<file path="src/rtl/ks_add_pkg.sv">
// Shared types and helpers for the Kogge-Stone adder and its operand sequencer.
package ks_add_pkg;

  typedef enum logic [1:0] {
    IDLE = 2'd0,
    RUN  = 2'd1,
    DONE = 2'd2
  } ks_seq_state_t;

  // Adder edges from the first enabled edge until its output is valid.
  function automatic int ks_lat(input int n);
    return $clog2(n) + 1;
  endfunction

endpackage

</file>
<file path="src/rtl/ks_add_seq.sv">
// Operand sequencer and result capture for the multi-cycle Kogge-Stone adder:
// valid/ready operand intake, adder enable for its full latency, valid/ready result.
module ks_add_seq
  import ks_add_pkg::*;
#(
  parameter int N   = 64,
  parameter int LAT = ks_lat(N)
) (
  input  logic         clk,
  input  logic         rst,
  input  logic         in_valid,
  output logic         in_ready,
  input  logic [N-1:0] in_a,
  input  logic [N-1:0] in_b,
  output logic         out_valid,
  input  logic         out_ready,
  output logic [N-1:0] out_sum,
  output logic         out_ovf,
  output logic         add_en,
  output logic [N-1:0] add_a,
  output logic [N-1:0] add_b,
  input  logic [N-1:0] add_out
);

  localparam int            CW    = $clog2(LAT + 1);
  localparam logic [CW-1:0] LAT_C = CW'(LAT);
  localparam logic [CW-1:0] ONE_C = CW'(1);

  ks_seq_state_t state_q, state_d;
  logic [CW-1:0] cnt_q, cnt_d;
  logic [N-1:0]  a_q, a_d;
  logic [N-1:0]  b_q, b_d;
  logic [N-1:0]  sum_q, sum_d;
  logic          ovf_q, ovf_d;
  logic          in_ready_s;
  logic          add_en_s;
  logic          out_valid_s;
  logic          accept_s;

  assign accept_s = in_valid & in_ready_s;

  // State register.
  always_ff @(posedge clk or posedge rst) begin
    if (rst) begin
      state_q <= IDLE;
    end else begin
      state_q <= state_d;
    end
  end

  // Datapath registers: counter, held operands, captured result.
  always_ff @(posedge clk or posedge rst) begin
    if (rst) begin
      cnt_q <= '0;
      a_q   <= '0;
      b_q   <= '0;
      sum_q <= '0;
      ovf_q <= 1'b0;
    end else begin
      cnt_q <= cnt_d;
      a_q   <= a_d;
      b_q   <= b_d;
      sum_q <= sum_d;
      ovf_q <= ovf_d;
    end
  end

  // Next-state and datapath update.
  always_comb begin
    state_d = state_q;
    cnt_d   = cnt_q;
    a_d     = a_q;
    b_d     = b_q;
    sum_d   = sum_q;
    ovf_d   = ovf_q;
    case (state_q)
      IDLE, DONE: begin
        if (accept_s) begin
          a_d     = in_a;
          b_d     = in_b;
          cnt_d   = '0;
          state_d = RUN;
        end else if (state_q == DONE && out_ready) begin
          state_d = IDLE;
        end else begin
          state_d = state_q;
        end
      end
      RUN: begin
        if (cnt_q == LAT_C) begin
          sum_d   = add_out;
          // Overflow: like-signed operands giving a result of the other sign.
          ovf_d   = (a_q[N-1] == b_q[N-1]) & (add_out[N-1] != a_q[N-1]);
          state_d = DONE;
        end else begin
          cnt_d = cnt_q + ONE_C;
        end
      end
      default: begin
        state_d = IDLE;
      end
    endcase
  end

  // Handshake and adder-enable outputs decoded from state.
  always_comb begin
    in_ready_s  = 1'b0;
    add_en_s    = 1'b0;
    out_valid_s = 1'b0;
    case (state_q)
      IDLE: begin
        in_ready_s = ~rst;
      end
      RUN: begin
        add_en_s = 1'b1;
      end
      DONE: begin
        out_valid_s = 1'b1;
        in_ready_s  = out_ready & ~rst;
      end
      default: begin
        in_ready_s = 1'b0;
      end
    endcase
  end

  assign in_ready  = in_ready_s;
  assign add_en    = add_en_s;
  assign out_valid = out_valid_s;
  assign out_sum   = sum_q;
  assign out_ovf   = ovf_q;
  assign add_a     = a_q;
  assign add_b     = b_q;

endmodule

</file>
<file path="config.mk">
export PLATFORM = sky130hd
export DESIGN_NAME = ks_add_seq
export DESIGN_NICKNAME = d
export VERILOG_FILES = /design/src/rtl/ks_add_pkg.sv /design/src/rtl/ks_add_seq.sv
export SDC_FILE = /design/constraint.sdc
export NUM_CORES = 1
export LEC_CHECK = 0
export BUFFER_PORTS_ARGS = -buffer_cell sky130_fd_sc_hd__buf_2
export CAP_MARGIN = 20
export CORE_AREA = 2 2 152 154
export CTS_CLUSTER_SIZE = 30
export DETAILED_ROUTE_END_ITERATION = 6
export DIE_AREA = 0 0 154 156
export GPL_ROUTABILITY_DRIVEN = 0
export MAX_ROUTING_LAYER = met4
export PLACE_DENSITY = 0.59
export SLEW_MARGIN = 0
export SYNTH_ARGS = -nofsm -noshare
export SYNTH_HDL_FRONTEND = slang
export SYNTH_SLANG_ARGS = --single-unit
</file>
<file path="constraint.sdc">
create_clock -name clk -period 6 [get_ports clk]
set_input_delay 0 -clock clk [delete_from_list [all_inputs] [get_ports clk]]
set_output_delay 0 -clock clk [all_outputs]
set_load 0.01 [all_outputs]
</file>
==> reports/qor.csv <==
stage;metric;value;unit
run_status;status;complete, no violations;
critical_path;Critical Path AT;2.43;ns
critical_path;Crit-path slowest cell;buf_4;
logic_synthesis;area share of fa/ha/maj cells after synthesis;0.337;%
placement;IO Port Bufs;391;
power_and_ir_drop;static leakage;5.89;nW
power_and_ir_drop;Seq pwr share;42.1;%
logic_synthesis;multiplexer area fraction after synthesis;29.1;%
hold_path;Worst Hold Class;in -> async;
critical_path;Reg2Reg Setup Slack;3.87;ns
logic_synthesis;asr flop ratio synth;100;%
route;WL final;20.8;mm
logic_synthesis;register area share after synthesis;66.7;%
die;die area;0.0240;mm2
logic_synthesis;top-count cell post-synth;dfrtp_1;
logic_synthesis;simple-gate share of the synthesized area;0.927;%
route;drt wl/cell;15.7;um
route;total number of vias;5845;
finish;layout cells sized above 1;52.7;%
logic_synthesis;Synth Flop Type;dfrtp_1;
critical_path;crit-path max FO;73;
power_and_ir_drop;Power Dens Cells;454;mW/mm2
critical_path;worst path cell trace;a2111oi_4 -> buf_4 -> mux2_2;
timing;Slew Limit Fails;0;
clock_network;Skew-Pair Late Insertion Delay;0.43;ns
die;IO Count;392;
finish;# diodes;0;
clock_network;clk slew on worst S/H paths;0.07;ns
power_and_ir_drop;switching share of power;33.9;%
timing;Tmin final;2.13;ns
clock_network;clk sinks;198;
timing;unrepaired setup endpoints after global routing;no;
critical_path;Worst path max stage delay;0.76;ns
clock_network;CTS tree;done;
logic_synthesis;syn_nets;637;
die;# rows;55;
timing;period utilization;35.5;%
logic_synthesis;Synth Register Bits;198;
critical_path;crit path capture type;flop;
placement;cell count after placement;1097;
route;ANT nets after route;0;
clock_network;TritonCTS Buffers;17;
global_route;vias in the first global route;6318;
power_and_ir_drop;combinational share of power;37.9;%
route;number of remaining DRC errors;0;
logic_synthesis;XOR/XNOR Fraction of Synth Area;0;%
critical_path;Setup CP Type;reg -> reg;
route;Avg Vias per Cell;4.41;
clock_network;root buf cell;clkbuf_16;
die;Starting Density;33.2;%
finish;final instance count without filler cells;1324;
global_route;Total GRT Usage;17.6;%
logic_synthesis;synth cell count leaders;dfrtp_1, mux2_2, mux2_1;
timing;Achievable Freq;470;MHz
critical_path;r2r endpoint;add_a[15];
timing;final setup TNS;0;ns
die;Core ar.;0.0224;mm2
timing;Hold WS;0.296;ns
critical_path;Worst Reg-to-Reg Cells;3;
logic_synthesis;Yosys cell types;23;
die;Die Wd;154;um
timing;post-route clock skew;0.0149;ns
logic_synthesis;Syn Inst Count;439;
global_route;largest net degree at the start of global routing;122;
logic_synthesis;Mapped Avg Cell Area;16.9;um2
logic_synthesis;largest family of logic cells by synthesized area;multiplexers;
power_and_ir_drop;Power Internal;0.00366;W
finish;NumNets Final;1224;
route;drt pass-1 iters;4;
logic_synthesis;Cell Area, Synth;0.00743;mm2
route;1st-iter DRT viols;273;
timing;slew margin rel.;38.1;%
global_route;first-pass GRT wire length;32.5;mm
run;MaxCap Viol Count;0;
finish;Area Growth Syn to Fin;64.0;%
logic_synthesis;number of flops mapped to enable cells by yosys;0;
timing;setup violators final;0;
finish;Filler cells;1850;
logic_synthesis;yosys synthesis warning count;0;
timing;final hold vios;0;
clock_network;H-tree depth;4;
clock_network;setup bufs post-CTS;0;
critical_path;Critical Path RT;6.30;ns
placement;Post-DP HPWL;13.4;mm
global_route;initial antenna violation count;0;
logic_synthesis;synth top area cells;dfrtp_1, mux2_2, mux2_1;
critical_path;CP Buf/Inv Count;1;
die;die height;156;um
power_and_ir_drop;clock group share of total power;20.0;%
clock_network;maximum buffer depth of the clock tree;2;
power_and_ir_drop;Net Sw Power;0.00188;W
timing;Least-Margin Pin Slew;0.929;ns
power_and_ir_drop;worst vdd ir;221;uV
logic_synthesis;most area-hungry cell type in the Yosys netlist;dfrtp_1;
logic_synthesis;share of the synthesized area in the top cell type;66.7;%
critical_path;Crit Reg-Reg Startpoint;state_q[1];
critical_path;startpoint class of the critical path;flop;
logic_synthesis;Compound-Gate Fraction of Synth Area;0.960;%
clock_network;CTS resizes;0;
critical_path;Top delay family on crit path;buffers and inverters;
global_route;grt total ovfl;0;
## layout make-up
type,instances,area (um2),area share (%)
clock buffer,18,429,3.52
multi-input combinational,214,2330,19.1
clock inverter,14,133,1.09
tap,285,357,2.93
sequential,198,4950,40.7
inverter,5,26.3,0.216
timing repair buffer,590,3960,32.5
## per-layer routing
metal | wire, um | part of all wire, % | up-vias | global-route usage [%]
met5 | 0 | 0 | - | -
met4 | 652 | 3.1 | 0 | 7.43
met3 | 1140 | 5.5 | 45 | 4.17
met2 | 10800 | 52 | 241 | 30.4
met1 | 8150 | 39 | 2834 | 19.7
li1 | - | - | 2725 | -
## layout by cell type, fill, tap and decap left out, types with 2 or more instances in the layout
master / instances
buf_2: 391
buf_4: 4
clkbuf_16: 17
clkinv_2: 2
clkinv_4: 2
dfrtp_1: 198
dlygate4sd3_1: 194
ha_1: 2
inv_1: 3
inv_6: 5
inv_8: 5
mux2_1: 76
mux2_2: 116
nand2_1: 4
nor2b_1: 2
o21ai_0: 2
o22ai_1: 2
## through the flow
| step | instance area [um2] | setup slack (ns) | utilization [%] | total power (W) |
|---|---|---|---|---|
| 2_1_floorplan | 7430 | 0.603 | - | 0.00341 |
| 3_3_place_gp | 9650 | 3.88 | 43.2 | 0.00431 |
| 3_5_place_dp | 9650 | 3.86 | 43.2 | 0.00435 |
| 4_1_cts | 12200 | 3.85 | 54.3 | 0.00558 |
| 5_1_grt | 12200 | 3.71 | 54.5 | 0.00590 |
| 6_report | 12200 | 3.87 | 54.5 | 0.00554 |
## flip-flops by register name, indices dropped and copies added (netlist names)
name,count
out_ovf,1
add_a,64
add_b,64
out_sum,64
state_q,2
cnt_q,3
## worst max path at each step
stage	start	endpoint	slack, ns	cells past startpoint
after CTS	state_q[1]	add_a[37]	3.85	3
final	state_q[1]	add_a[15]	3.87	3
after detailed placement	state_q[1]	add_a[31]	3.86	3
after global routing	state_q[1]	add_a[15]	3.71	3
after global placement	state_q[1]	add_a[31]	3.88	3
after floorplan	rst	add_a[0]	0.60	1
## kinds of logic after synthesis
kind of cell	count (synthesis)
buffers and inverters	27
muxes	192
AOI/OAI and AO/OA	8
adders and majority gates	2
and+or+nand+nor	12
DFF	198
## power groups by stage
| stage | clock [W] | combinational [W] | sequential (W) |
|---|---|---|---|
| detailed placement | 0 | 0.00201 | 0.00234 |
| global placement | 0 | 0.00199 | 0.00232 |
| finish | 0.00111 | 0.00210 | 0.00233 |
| global route | 0.00121 | 0.00226 | 0.00243 |
| floorplan | 0 | 0.000735 | 0.00267 |
| CTS | 0.00115 | 0.00211 | 0.00233 |
## worst reg2reg max path: stages (launching register included)
cell and delay, ns:
dfrtp_1 0.44, a2111oi_4 0.33, buf_4 0.76, mux2_2 0.49
## what timing repair did
item | CTS | global route
hold endpoints to repair | 314 | 0
hold buffers | 194 | 0
setup endpoints to repair | 0 | 0
Power figures use the tool's default switching activity.
